<file path="config.mk">
export PLATFORM = sky130hd
export DESIGN_NAME = p2p_port_demux
export DESIGN_NICKNAME = d
export VERILOG_FILES = /design/src/rtl/p2p_port_demux_pkg.sv /design/src/rtl/p2p_port_demux_entry_pack.sv /design/src/rtl/p2p_port_demux.sv
export SDC_FILE = /design/constraint.sdc
export NUM_CORES = 2
export LEC_CHECK = 0
export CORE_AREA = 4 4 355 357
export DETAILED_ROUTE_END_ITERATION = 16
export DIE_AREA = 0 0 359 361
export HOLD_SLACK_MARGIN = 0.06
export SKIP_CTS_REPAIR_TIMING = 1
export SYNTH_ARGS = -nofsm -noshare
export SYNTH_HDL_FRONTEND = slang
export SYNTH_SLANG_ARGS = --single-unit
</file>
<file path="constraint.sdc">
create_clock -name clk -period 39.1 [get_ports clk]
set_clock_uncertainty 0.15 [all_clocks]
set_input_delay 9.775 -clock clk [delete_from_list [all_inputs] [get_ports clk]]
set_output_delay 9.775 -clock clk [all_outputs]
set_load 0.01 [all_outputs]
</file>
<file path="src/rtl/p2p_port_demux_pkg.sv">
// Shared constants for the P2P ingress demux: entry/head field positions,
// routing mask, and FSM state encoding.
package p2p_port_demux_pkg;

    localparam int INGRESS_QUEUE_WIDTH = 288;
    localparam int C_DATA_WIDTH        = 256;
    localparam int HEAD_WIDTH          = 64;
    localparam int DEV_WIDTH           = 3;
    localparam int LEN_WIDTH           = 16;
    localparam int KEEP_WIDTH          = 5;

    localparam logic [7:0] Q1_DEV_MASK = 8'hF0;

    localparam int START_BIT = 256;
    localparam int END_BIT   = 257;
    localparam int KEEP_LSB  = 258;
    localparam int LEN_LSB   = 263;
    localparam int SRC_LSB   = 279;
    localparam int DST_LSB   = 282;

    localparam int HEAD_DST_LSB = 35;
    localparam int HEAD_SRC_LSB = 32;
    localparam int HEAD_LEN_LSB = 0;

    localparam logic [LEN_WIDTH-1:0] BEAT_BYTES = 16'd32;

    typedef enum logic [1:0] {
        IDLE   = 2'd0,
        PKT_Q0 = 2'd1,
        PKT_Q1 = 2'd2
    } state_t;

    // Length 0 wraps to keep=31 through the 16-bit subtract.
    function automatic logic [KEEP_WIDTH-1:0] calc_keep(input logic last,
                                                        input logic [LEN_WIDTH-1:0] rem);
        logic [LEN_WIDTH-1:0] m1;
        m1 = rem - 16'd1;
        return last ? m1[KEEP_WIDTH-1:0] : 5'd31;
    endfunction

endpackage

</file>
<file path="src/rtl/p2p_port_demux_entry_pack.sv">
// Combinational builder of the 288-bit ingress queue entry.
module p2p_port_demux_entry_pack
    import p2p_port_demux_pkg::*;
(
    input  logic [DEV_WIDTH-1:0]           i_dst,
    input  logic [DEV_WIDTH-1:0]           i_src,
    input  logic [LEN_WIDTH-1:0]           i_len,
    input  logic [KEEP_WIDTH-1:0]          i_keep,
    input  logic                           i_start,
    input  logic                           i_end,
    input  logic [C_DATA_WIDTH-1:0]        i_data,
    output logic [INGRESS_QUEUE_WIDTH-1:0] o_entry
);

    always_comb begin
        o_entry                           = '0;
        o_entry[C_DATA_WIDTH-1:0]         = i_data;
        o_entry[START_BIT]                = i_start;
        o_entry[END_BIT]                  = i_end;
        o_entry[KEEP_LSB +: KEEP_WIDTH]   = i_keep;
        o_entry[LEN_LSB +: LEN_WIDTH]     = i_len;
        o_entry[SRC_LSB +: DEV_WIDTH]     = i_src;
        o_entry[DST_LSB +: DEV_WIDTH]     = i_dst;
    end

endmodule

</file>
<file path="src/rtl/p2p_port_demux.sv">
// P2P receive stream to two ingress queues, routed per packet by head dst_dev.
// Optional length-mismatch checker enabled by macro P2P_DEMUX_LEN_CHECK_EN.
module p2p_port_demux
    import p2p_port_demux_pkg::*;
(
    input  logic                           clk,
    input  logic                           rst,
    input  logic                           p2p_rx_valid,
    input  logic                           p2p_rx_last,
    input  logic [C_DATA_WIDTH-1:0]        p2p_rx_data,
    input  logic [HEAD_WIDTH-1:0]          p2p_rx_head,
    output logic                           p2p_rx_ready,
    input  logic                           i_queue_0_prog_full,
    output logic                           o_queue_0_wr_en,
    output logic [INGRESS_QUEUE_WIDTH-1:0] ov_queue_0_data,
    input  logic                           i_queue_1_prog_full,
    output logic                           o_queue_1_wr_en,
    output logic [INGRESS_QUEUE_WIDTH-1:0] ov_queue_1_data,
    output logic                           o_len_err,
    output logic [15:0]                    ov_len_err_cnt
);

    state_t                           r_state;
    logic [DEV_WIDTH-1:0]             r_dst;
    logic [DEV_WIDTH-1:0]             r_src;
    logic [LEN_WIDTH-1:0]             r_len;
    logic [LEN_WIDTH-1:0]             r_rem;
    logic                             r_q0_wr_en;
    logic                             r_q1_wr_en;
    logic [INGRESS_QUEUE_WIDTH-1:0]   r_q0_data;
    logic [INGRESS_QUEUE_WIDTH-1:0]   r_q1_data;

    logic                             w_first;
    logic                             w_tgt_q1;
    logic                             w_acc;
    logic [DEV_WIDTH-1:0]             w_head_dst;
    logic [DEV_WIDTH-1:0]             w_dst;
    logic [DEV_WIDTH-1:0]             w_src;
    logic [LEN_WIDTH-1:0]             w_len;
    logic [LEN_WIDTH-1:0]             w_rem;
    logic [LEN_WIDTH-1:0]             w_rem_next;
    logic [KEEP_WIDTH-1:0]            w_keep;
    logic [INGRESS_QUEUE_WIDTH-1:0]   w_entry;
    logic                             w_unused_head;

    assign w_unused_head = ^{p2p_rx_head[HEAD_WIDTH-1:HEAD_DST_LSB+DEV_WIDTH],
                             p2p_rx_head[HEAD_SRC_LSB-1:HEAD_LEN_LSB+LEN_WIDTH]};

    assign w_first    = (r_state == IDLE);
    assign w_head_dst = p2p_rx_head[HEAD_DST_LSB +: DEV_WIDTH];

    // Target is fixed for the whole packet once the first beat is taken.
    assign w_tgt_q1     = w_first ? Q1_DEV_MASK[w_head_dst] : (r_state == PKT_Q1);
    assign p2p_rx_ready = w_tgt_q1 ? !i_queue_1_prog_full : !i_queue_0_prog_full;
    assign w_acc        = p2p_rx_valid && p2p_rx_ready;

    assign w_dst      = w_first ? w_head_dst : r_dst;
    assign w_src      = w_first ? p2p_rx_head[HEAD_SRC_LSB +: DEV_WIDTH] : r_src;
    assign w_len      = w_first ? p2p_rx_head[HEAD_LEN_LSB +: LEN_WIDTH] : r_len;
    assign w_rem      = w_first ? p2p_rx_head[HEAD_LEN_LSB +: LEN_WIDTH] : r_rem;
    assign w_rem_next = (w_rem > BEAT_BYTES) ? (w_rem - BEAT_BYTES) : '0;
    assign w_keep     = calc_keep(p2p_rx_last, w_rem);

    p2p_port_demux_entry_pack u_entry_pack (
        .i_dst   (w_dst),
        .i_src   (w_src),
        .i_len   (w_len),
        .i_keep  (w_keep),
        .i_start (w_first),
        .i_end   (p2p_rx_last),
        .i_data  (p2p_rx_data),
        .o_entry (w_entry)
    );

    always_ff @(posedge clk or posedge rst) begin
        if (rst) begin
            r_state    <= IDLE;
            r_dst      <= '0;
            r_src      <= '0;
            r_len      <= '0;
            r_rem      <= '0;
            r_q0_wr_en <= 1'b0;
            r_q1_wr_en <= 1'b0;
            r_q0_data  <= '0;
            r_q1_data  <= '0;
        end else begin
            r_q0_wr_en <= 1'b0;
            r_q1_wr_en <= 1'b0;
            if (w_acc) begin
                if (w_tgt_q1) begin
                    r_q1_wr_en <= 1'b1;
                    r_q1_data  <= w_entry;
                end else begin
                    r_q0_wr_en <= 1'b1;
                    r_q0_data  <= w_entry;
                end
                r_rem <= w_rem_next;
                if (w_first) begin
                    r_dst <= w_dst;
                    r_src <= w_src;
                    r_len <= w_len;
                end
                if (p2p_rx_last)
                    r_state <= IDLE;
                else
                    r_state <= w_tgt_q1 ? PKT_Q1 : PKT_Q0;
            end
        end
    end

    assign o_queue_0_wr_en = r_q0_wr_en;
    assign o_queue_1_wr_en = r_q1_wr_en;
    assign ov_queue_0_data = r_q0_data;
    assign ov_queue_1_data = r_q1_data;

`ifdef P2P_DEMUX_LEN_CHECK_EN
    logic        r_len_err;
    logic [15:0] r_len_err_cnt;
    logic        w_len_mm;

    assign w_len_mm = p2p_rx_last ? (w_rem > BEAT_BYTES) : (w_rem <= BEAT_BYTES);

    always_ff @(posedge clk or posedge rst) begin
        if (rst) begin
            r_len_err     <= 1'b0;
            r_len_err_cnt <= '0;
        end else if (w_acc && w_len_mm) begin
            r_len_err <= 1'b1;
            if (r_len_err_cnt != 16'hFFFF)
                r_len_err_cnt <= r_len_err_cnt + 16'd1;
        end
    end

    assign o_len_err      = r_len_err;
    assign ov_len_err_cnt = r_len_err_cnt;
`else
    assign o_len_err      = 1'b0;
    assign ov_len_err_cnt = '0;
`endif

endmodule

</file>
==> metrics.cfg <==
[yosys]
syn_area_per_cell_um2 = 8.890
ys_seq_area_share_pct = 64.69
synth.largest_area_cell = dfrtp_1
synthFlopType = dfrtp_1
synth.distinct_cells = 47
synth_warnings = 0
synthArstFlopShare_pct = 100.0
synth_edf_count = 0
ys_ff_latch = 612
synthCells = 2663
yosysTopAreaCellShare_pct = 64.69
netlist_area_um2 = 23670
ys_top_cells_by_area = dfrtp_1 65%, nand2_1 27%, clkbuf_1 1.8%

[critical_path]
r2r-end = ov_queue_1_data[106]
end_kind = output port
crit_start = p2p_rx_head[37]
critPathKind = in -> out
startpoint_type = input port
r2r_setup_slack_ns = 34.89
crit_end = p2p_rx_ready
r2r_start = r_state[0]
cp.arrival_ns = 11.32
critPathMaxFanout = 4
ff2ff_path_depth = 8
worstPathRequired_ns = 29.17

[route]
vias = 20828
ant_nets = 0
wl_per_cell_um = 18.76
routed_wirelength_um = 97230
drcViolationCount = 0
drt_iter0_drc = 1460
viasPerCell = 4.018
first_pass_iters = 5

[sta]
finalCritPeriodShare_pct = 54.33
finalSetupTns_ns = 0
setup_ws_ns = 17.86
tightest_slew_ns = 1.086
fmax_ghz = 0.04707
finalSetupViolations = 0
slew_viol_final = 0
maxSlewHeadroom_pct = 27.62
period_minus_slack_ns = 21.24
hold_slack_ns = 0.3193
rsz0062_at_grt = false
hold_violations = 0

[global_route]
grt_overflow = 0
grt_pass1_wl_um = 142300
gr-usage-all-layers_pct = 14.52
grtUsageMet3_pct = 6.418
grt_pass1_vias = 20843
grt_max_degree = 146
grt_util_met1_pct = 17.33
grt-busiest-layer = met2
use_met2_pct = 22.76
antenna_found_initial = 40

[run_status]
status = finished, final reports clean

[pwr]
p_per_area_nw_per_um2 = 78.43
power_leakage_nw = 17.50
ir_worst_vdd_mv = 0.04409

[placed_design]
pre_cts_slack_ns = 17.87
port_buffers = 856
dp_hpwl_um = 70210
place_congestion = 0.8694

[clock_network]
cts_buffer_depth = 3
clkSlewWorstSetupHoldPaths_ns = 0.05
clock_latency_ns = 0.65
clock-root-buffer = clkbuf_16
h-tree-depth = 3
clock_sinks = 612
cts_tree = yes
cts_buffers = 74

[run]
cap_violations = 0

[floorplan]
die_h_um = 361
core_um2 = 123000
dieWidth_um = 359
initial_core_util_pct = 19.25
io-pin-count = 922
dieArea_um2 = 129600
rows = 129

[layout]
area_growth_pct = 53.73
nNetsFinal = 3805
drive_gt1_share_pct = 4.471
n_fill_cell = 12942

[min_path]
hp-class = reg -> reg

==> logic make-up after synthesis <==
kind of cell	share of synthesized area, %
flops	64.69
fa+ha+maj	0.1057
simple gates	27.93
buf+inv	3.160
mux	0.9777
other cells	0.01584
xor+xnor	0.3700
compound gates	2.754
==> final cells by class <==
| cell class | count | area [um^2] | area share, % |
|---|---|---|---|
| tap | 1637 | 2048 | 5.628 |
| clock buffer | 106 | 2195 | 6.030 |
| clock inverter | 27 | 286.5 | 0.7873 |
| sequential | 612 | 15310 | 42.08 |
| antenna | 13 | 32.53 | 0.08938 |
| multi-input combinational | 1904 | 7709 | 21.18 |
| timing repair buffer | 882 | 8776 | 24.11 |
| inverter | 3 | 33.78 | 0.09282 |
==> Yosys cell counts (all sizes together), types with 2 or more instances <==
library cell and count:
nand2 1679, dfrtp 612, clkbuf 113, o21ai 71, buf 53, mux2i 22
nor2 18, a21oi 14, a31oi 7, xnor2 7, nor4 6, nor3 5
a21boi 4, nand3 4, nor2b 4, o31ai 4, a21o 3, a22o 3
and2 3, inv 3, nor3b 3, or4 3, xor2 3, ha 2
or2 2
==> sequential cells by signal (all words and copies together), names as in the netlist <==
name	flops
ov_queue_0_data	285
ov_queue_1_data	285
r_len	16
r_rem	16
r_dst	3
r_src	3
r_state	2
o_queue_0_wr_en	1
o_queue_1_wr_en	1
==> cell usage in the layout, fill, tap and decap left out, drive strengths merged, types with 5 or more instances in the layout <==
master / n
inv: 5
o21ai: 71
clkdlybuf4s50: 856
a31oi: 7
nor3: 5
clkinv: 20
conb: 23
nor2: 18
clkbuf: 106
buf: 26
mux2i: 22
a21oi: 14
nand2: 1679
dfrtp: 612
nor4: 6
diode: 13
xnor2: 7
==> critical path, stage by stage <==
cell and delay [ns]:
clkdlybuf4s50_1 0.58, o21ba_2 0.21, mux2i_1 0.19, clkdlybuf4s50_1 0.57
==> report_power, final <==
group / internal, mW / switching, mW
clock network: 0.418 / 0.284
registers: 0.900 / 0.152
logic: 0.565 / 0.535
total: 1.88 / 0.972
==> metal layers <==
metal  share of wire [%]  routed length (um)  vias up
li1                    -                   -     9771
met1                  40               39010    10037
met2                  46               44470      800
met3                 9.8                9510      210
met4                 4.3                4185       10
met5               0.059                  57        -
==> worst min-delay path by stage <==
stage	from	end	slack, ns	depth (start not counted)
final	ov_queue_0_data[54]	ov_queue_0_data[54]	0.32	2
after detailed placement	ov_queue_0_data[27]	ov_queue_0_data[27]	0.31	2
after CTS	ov_queue_0_data[74]	ov_queue_0_data[74]	0.32	2
after global placement	r_len[10]	r_len[10]	0.31	2
after global routing	ov_queue_1_data[211]	ov_queue_1_data[211]	0.33	2
after floorplan	r_len[10]	r_len[10]	0.29	2
==> per-stage QoR <==
step	cell area, um^2	cells	utilization [%]	total power [mW]
6_report	36390	5184	29.59	2.854
5_1_grt	36380	5179	29.58	3.031
2_1_floorplan	23760	2685	-	1.462
3_3_place_gp	33880	5038	27.55	2.153
3_5_place_dp	33880	5038	27.55	2.169
4_1_cts	36360	5171	29.57	2.894
Power figures use the tool's default switching activity.
